$ cat config.mk
export PLATFORM = sky130hd
export DESIGN_NAME = ppu_ctrl
export DESIGN_NICKNAME = d
export VERILOG_FILES = /design/src/rtl/ppu_pkg.sv /design/src/rtl/ppu_ofifo.sv /design/src/rtl/ppu_ctrl.sv
export SDC_FILE = /design/constraint.sdc
export NUM_CORES = 1
export LEC_CHECK = 0
export ABC_AREA = 1
export CAP_MARGIN = 20
export CORE_MARGIN = 3
export CORE_UTILIZATION = 50
export CTS_CLUSTER_DIAMETER = 30
export DETAILED_ROUTE_END_ITERATION = 16
export GPL_TIMING_DRIVEN = 1
export PLACE_DENSITY_LB_ADDON = 0.3
export SLEW_MARGIN = 10
export SYNTH_ARGS = -nofsm -noshare
export SYNTH_HDL_FRONTEND = slang
export SYNTH_SLANG_ARGS = --single-unit
$ cat constraint.sdc
create_clock -name clk -period 3.05 [get_ports clk]
set_input_delay 0.61 -clock clk [delete_from_list [all_inputs] [get_ports clk]]
set_output_delay 0.61 -clock clk [all_outputs]
set_load 0.03 [all_outputs]
$ cat src/rtl/ppu_pkg.sv
// Shared types and constants for the post-processing unit sequencer.
package ppu_pkg;

  localparam int MAXPOOL_WIN = 4;
  localparam int CFG_CNT_W   = 16;

  typedef enum logic [1:0] {
    IDLE,
    RUN,
    DRAIN
  } ppu_state_e;

  typedef struct packed {
    logic [CFG_CNT_W-1:0] num_out;
    logic                 maxpool;
    logic                 relu_en;
    logic                 relu_sel;
    logic [5:0]           scale;
  } ppu_cfg_t;

  // A beat closes its window when pooling is off, or on the last slot of a 2x2 window.
  function automatic logic is_win_last(input logic maxpool, input logic [1:0] win_cnt);
    return !maxpool || (win_cnt == 2'(MAXPOOL_WIN - 1));
  endfunction

endpackage

$ cat src/rtl/ppu_ofifo.sv
// Small synchronous byte FIFO holding PPU results until the GLB writer takes them.
module ppu_ofifo #(
  parameter  int DEPTH = 4,
  localparam int AW    = $clog2(DEPTH)
) (
  input  logic        clk,
  input  logic        rst,
  input  logic        push,
  input  logic [7:0]  push_data,
  input  logic        pop,
  output logic [7:0]  head_data,
  output logic [AW:0] count
);

  logic [7:0]    mem_q [DEPTH];
  logic [AW-1:0] wr_ptr_q, wr_ptr_d;
  logic [AW-1:0] rd_ptr_q, rd_ptr_d;
  logic [AW:0]   count_q, count_d;
  logic          full;

  assign full = (count_q == (AW + 1)'(DEPTH));

  // NOTE: every signal written here gets a default first, so no path can infer a latch.
  always_comb begin
    wr_ptr_d = wr_ptr_q;
    rd_ptr_d = rd_ptr_q;
    count_d  = count_q;
    if (push) wr_ptr_d = wr_ptr_q + AW'(1);
    if (pop)  rd_ptr_d = rd_ptr_q + AW'(1);
    case ({push, pop})
      2'b10:   count_d = count_q + (AW + 1)'(1);
      2'b01:   count_d = count_q - (AW + 1)'(1);
      default: count_d = count_q;
    endcase
  end

  // NOTE: state uses non-blocking assignments so every flop samples pre-edge values.
  always_ff @(posedge clk) begin
    if (rst) begin
      wr_ptr_q <= '0;
      rd_ptr_q <= '0;
      count_q  <= '0;
    end else begin
      wr_ptr_q <= wr_ptr_d;
      rd_ptr_q <= rd_ptr_d;
      count_q  <= count_d;
    end
  end

  // NOTE: storage is deliberately not reset; pointers and count alone define which entries are valid.
  always_ff @(posedge clk) begin
    if (push) mem_q[wr_ptr_q] <= push_data;
  end

  always_ff @(posedge clk) begin
    if (!rst) assert (!(push && full)) else $error("ppu_ofifo: push into full FIFO");
  end

  assign head_data = mem_q[rd_ptr_q];
  assign count     = count_q;

endmodule

$ cat src/rtl/ppu_ctrl.sv
// Sequencer feeding the PPU per element, tracking its latency and buffering results.
module ppu_ctrl
  import ppu_pkg::*;
#(
  parameter int DATA_W      = 32,
  parameter int PPU_LAT     = 2,
  parameter int OFIFO_DEPTH = 4,
  parameter int CNT_W       = CFG_CNT_W
) (
  input  logic              clk,
  input  logic              rst,
  input  logic              start,
  input  logic [CNT_W-1:0]  cfg_num_out,
  input  logic              cfg_maxpool,
  input  logic              cfg_relu_en,
  input  logic              cfg_relu_sel,
  input  logic [5:0]        cfg_scale,
  output logic              busy,
  output logic              done,
  input  logic [DATA_W-1:0] in_data,
  input  logic              in_valid,
  output logic              in_ready,
  output logic [DATA_W-1:0] ppu_data_in,
  output logic [5:0]        ppu_scale,
  output logic              ppu_maxpool_en,
  output logic              ppu_maxpool_init,
  output logic              ppu_relu_en,
  output logic              ppu_relu_sel,
  input  logic [7:0]        ppu_data_out,
  output logic [7:0]        out_data,
  output logic              out_valid,
  input  logic              out_ready
);

  localparam int FCW = $clog2(OFIFO_DEPTH) + 1;

  ppu_state_e        state_q, state_d;
  ppu_cfg_t          cfg_q, cfg_d;
  logic [1:0]        win_cnt_q, win_cnt_d;
  logic [CNT_W-1:0]  last_cnt_q, last_cnt_d;
  logic [CNT_W-1:0]  out_cnt_q, out_cnt_d;
  logic              issue_last_q, issue_last_d;
  logic [PPU_LAT-1:0] lat_q, lat_d;
  logic [DATA_W-1:0] data_in_q, data_in_d;
  logic              mp_en_q, mp_en_d;
  logic              mp_init_q, mp_init_d;
  logic              zero_done_q, zero_done_d;

  logic              next_is_last, room, accept, push, pop, drain_done;
  logic [FCW-1:0]    fifo_count;
  logic [7:0]        fifo_head;
  int                inflight;

  // Results in flight: the beat on the PPU pins plus every bit in the latency pipe.
  always_comb begin
    inflight     = $countones({lat_q, issue_last_q});
    room         = (int'(fifo_count) + inflight) < OFIFO_DEPTH;
    next_is_last = is_win_last(cfg_q.maxpool, win_cnt_q);
    in_ready     = (state_q == RUN) && (!next_is_last || room);
    accept       = in_valid && in_ready;
    push         = lat_q[PPU_LAT-1];
    out_valid    = (fifo_count != '0);
    pop          = out_valid && out_ready;
  end

  always_comb begin
    state_d      = state_q;
    cfg_d        = cfg_q;
    win_cnt_d    = win_cnt_q;
    last_cnt_d   = last_cnt_q;
    out_cnt_d    = out_cnt_q;
    data_in_d    = data_in_q;
    mp_en_d      = 1'b0;
    mp_init_d    = 1'b0;
    zero_done_d  = 1'b0;
    drain_done   = 1'b0;
    issue_last_d = accept && next_is_last;
    lat_d        = (lat_q << 1) | PPU_LAT'(issue_last_q);

    if (accept) begin
      data_in_d = in_data;
      mp_en_d   = cfg_q.maxpool;
      mp_init_d = (win_cnt_q == 2'd0);
      if (cfg_q.maxpool) win_cnt_d = win_cnt_q + 2'd1;
    end
    if (pop) out_cnt_d = out_cnt_q + CNT_W'(1);

    case (state_q)
      IDLE: begin
        if (start) begin
          cfg_d      = '{num_out:  CFG_CNT_W'(cfg_num_out),
                         maxpool:  cfg_maxpool,
                         relu_en:  cfg_relu_en,
                         relu_sel: cfg_relu_sel,
                         scale:    cfg_scale};
          win_cnt_d  = '0;
          last_cnt_d = '0;
          out_cnt_d  = '0;
          if (cfg_num_out == '0) zero_done_d = 1'b1;
          else                   state_d     = RUN;
        end
      end
      RUN: begin
        if (accept && next_is_last) begin
          last_cnt_d = last_cnt_q + CNT_W'(1);
          if (last_cnt_d == CNT_W'(cfg_q.num_out)) state_d = DRAIN;
        end
      end
      DRAIN: begin
        if (pop && (out_cnt_d == CNT_W'(cfg_q.num_out))) begin
          drain_done = 1'b1;
          state_d    = IDLE;
        end
      end
      default: state_d = IDLE;
    endcase
  end

  always_ff @(posedge clk) begin
    if (rst) begin
      state_q      <= IDLE;
      cfg_q        <= '0;
      win_cnt_q    <= '0;
      last_cnt_q   <= '0;
      out_cnt_q    <= '0;
      issue_last_q <= 1'b0;
      lat_q        <= '0;
      data_in_q    <= '0;
      mp_en_q      <= 1'b0;
      mp_init_q    <= 1'b0;
      zero_done_q  <= 1'b0;
    end else begin
      state_q      <= state_d;
      cfg_q        <= cfg_d;
      win_cnt_q    <= win_cnt_d;
      last_cnt_q   <= last_cnt_d;
      out_cnt_q    <= out_cnt_d;
      issue_last_q <= issue_last_d;
      lat_q        <= lat_d;
      data_in_q    <= data_in_d;
      mp_en_q      <= mp_en_d;
      mp_init_q    <= mp_init_d;
      zero_done_q  <= zero_done_d;
    end
  end

  ppu_ofifo #(.DEPTH(OFIFO_DEPTH)) u_ofifo (
    .clk       (clk),
    .rst       (rst),
    .push      (push),
    .push_data (ppu_data_out),
    .pop       (pop),
    .head_data (fifo_head),
    .count     (fifo_count)
  );

  // The head is masked while empty so unwritten storage never reaches the port.
  assign out_data         = out_valid ? fifo_head : 8'h00;
  assign busy             = (state_q != IDLE);
  assign done             = drain_done || zero_done_q;
  assign ppu_data_in      = data_in_q;
  assign ppu_maxpool_en   = mp_en_q;
  assign ppu_maxpool_init = mp_init_q;
  assign ppu_scale        = cfg_q.scale;
  assign ppu_relu_en      = cfg_q.relu_en;
  assign ppu_relu_sel     = cfg_q.relu_sel;

endmodule

==> flow_summary.toml <==
[floorplanning]
core-area_um2 = 12800
die_x_um = 122
die_h_um = 122
ios = 124
row_count = 41
initial_utilization_pct = 52.1
dieArea_um2 = 14800

[drt]
vias_per_cell = 5.01
wl_per_cell_um = 13.1
drt_iter0_drc = 470
drc = 0
antenna_left = 0
drtPass1Iterations = 5
routed-via-count = 6099
wl_um = 16000

[timing]
period_share_pct = 98.4
slew_violations = 0
holdWs_ps = 460
final_hold_viol_count = 0
rsz0062_at_grt = "true"
slew_headroom_pct = 54.6
max_freq_mhz = 333
worstMarginPinSlew_ps = 680
setup_violations = 0
skew_ps = 9.42
fin_crit_ps = 3000

[worst_setup_path]
cp.required_ps = 2440
cp-end-kind = "primary output"
crit_fanout = 5
path_class = "reg2out"
start_kind = "flip-flop"
r2r_cells = 13
cp.arrival_ps = 2390

[clock_tree]
clk_pin_slew_ps = 60
cts-buffers-inserted = 17
cts_tree = "built"
clock_sinks = 140
cts_buffer_depth = 2
clkLatencyLatePin_ps = 420
cts-root-buf = "clkbuf_16"
h-tree-depth = 4
ctsHoldBuffers = 0

[layout]
areaGrowthSynthToFinish_pct = 31.3
nFillCells = 1026
fin_nets = 1115
stdcell_count = 1218
fin_util_pct = 68.4
diodes = 0
drive_above_1_share_pct = 9.46

[yosys]
ys_ff_latch = 140
synth_edf_count = 32
synth_nets = 982
synth-seq-area-share_pct = 46.7
synth_ff_type = "dfxtp_1"
ys_warn_count = 0
syn_area_um2 = 6680
synthCells = 900
syn_area_per_cell_um2 = 7.43
ys_types = 40
async_flop_share_pct = 0

[placed_design]
portBuffers = 123
gp_congestion = 0.879
hpwl_um = 11500
dp.cells = 1183

[global_route]
grt_overflow = 0
track_usage_pct = 21.9
grt_max_degree = 60
grt_pass1_vias = 5614
antenna_found_initial = 0
grt_pass1_wl_um = 26100

[outcome]
outcome = "complete, no violations"

[min_path]
hold_class = "reg2reg"
hold_depth = 2

[job]
drv_cap = 0

[power]
leakage_nw = 3.54
p_per_area_nw_per_um2 = 600
peakVddDrop_mv = 0.420
sequential cells by signal, summed over array words and instances, names as in the netlist, 2 cells and up, named ones only:
signal and cells:
cfg_q 17, out_cnt_q 16, lat_q 2, u_ofifo.count 3, win_cnt_q 2, u_ofifo.rd_ptr_q 2
ppu_data_in 32, u_ofifo.wr_ptr_q 2, state_q 2, ppu_scale 6, last_cnt_q 16, u_ofifo.mem_q 32
power by group:
part           total [mW]  internal (mW)  switching [mW]
sequential           2.07           1.99          0.0789
combinational        1.11          0.442           0.664
clock                2.09           1.24           0.852
per-layer routing:
metal  vias to the layer above  share of wire [%]  GRT usage (%)
li1                       3176                  -              -
met1                      2699                 46           28.2
met2                       207                 44           34.0
met3                        17                8.6           8.50
met4                         0                1.3           7.28
met5                         -                  0              0
cells by family (layout without fill, tap and decap cells):
family          count (synthesis)  after routing  synth area share (%)
simple gates                  453            454                  29.1
compound gates                143            143                  11.8
xor+xnor                        6              6                  1.20
fa+ha+maj                      12             12                  2.47
buf+inv                       146            291                  8.74
flops                         140            140                  46.7
worst max-delay path, stage by stage, from the launching register on:
cell and delay [ps]:
dfxtp_1 330, buf_4 150, inv_1 70, nor2_1 150, nand2_1 120, nor2_4 140
nand2_1 60, nand2_1 100, nand2_1 60, nand2_1 70, nand2_1 50, nor2_1 80
nand2_1 60, nor2_1 130, nand2_2 110, o21bai_2 130, buf_4 170
synthesized netlist by cell type (2+ instances only):
library cell / n / area share (%)
a211oi_1: 2 / 0.22
a21oi_1: 79 / 5.9
and2_1: 2 / 0.19
buf_2: 5 / 0.37
buf_4: 8 / 0.90
clkbuf_1: 20 / 1.1
dfxtp_1: 108 / 32
edfxtp_1: 32 / 14
fa_1: 2 / 0.60
ha_1: 10 / 1.9
inv_1: 107 / 6.0
inv_2: 5 / 0.28
nand2_1: 250 / 14
nand2_2: 5 / 0.47
nand2_4: 3 / 0.51
nand3_1: 64 / 4.8
nand3_2: 2 / 0.30
nand4_1: 16 / 1.5
nor2_1: 97 / 5.4
nor2_2: 5 / 0.47
nor2_4: 4 / 0.67
o21ai_0: 33 / 2.5
o21ai_1: 3 / 0.22
o21bai_1: 3 / 0.34
o21bai_2: 2 / 0.34
o22ai_1: 16 / 1.5
xnor3_1: 2 / 0.67
xor2_1: 3 / 0.39
per-stage QoR:
stage | setup WS, ps | total power [mW] | cell area (um^2) | setup TNS [ps]
floorplan | 448 | 2.77 | 6680 | 0
global placement | -121 | 3.17 | 8120 | -121
detailed placement | -121 | 3.19 | 8120 | -121
CTS | 7.96 | 5.30 | 8760 | 0
global route | -123 | 5.50 | 8780 | -123
finish | 48.9 | 5.27 | 8780 | 0
placed cells by master (no fill, tap or decap), types with 3 or more instances in the layout:
cell,instances
o21ai_0,33
nand2_1,247
ha_1,10
inv_6,5
nand4_1,16
inv_1,105
o21ai_1,3
xor2_1,3
nand2_2,8
dfxtp_1,106
o22ai_1,16
nor2_2,7
a21oi_1,79
inv_8,4
o21bai_1,3
inv_2,7
nor2_1,94
buf_4,24
edfxtp_1,32
clkbuf_16,17
nor2_4,6
clkdlybuf4s50_1,118
nand3_1,64
path summary, 6_finish.rpt:
kind	startpoint	to	slack, ps
max	out_cnt_q[0]$_SDFF_PP0_	done	50
min	ppu_scale[5]$_SDFFE_PP0P_	ppu_scale[5]$_SDFFE_PP0P_	460
max reg2reg	u_ofifo.count[0]$_SDFFE_PP0P_	last_cnt_q[3]$_SDFFE_PP0P_	570
min reg2reg	ppu_scale[5]$_SDFFE_PP0P_	ppu_scale[5]$_SDFFE_PP0P_	460
area by class of cell:
cell class / count / area [um^2] / area share [%]
Timing Repair Buffer: 146 / 1390 / 15.9
Tap cell: 172 / 215 / 2.45
Clock buffer: 18 / 429 / 4.89
Sequential cell: 140 / 3130 / 35.6
Inverter: 113 / 424 / 4.83
Clock inverter: 14 / 174 / 1.98
Multi-Input combinational cell: 615 / 3020 / 34.4
repair_timing:
action	4_1_cts	5_1_grt
endpoints found under the setup margin	2	4
cloned	1	0
pin swaps	1	1
gates resized for setup	11	7
buffers inserted	1	1
No activity file was read; power rests on OpenSTA's default activity.
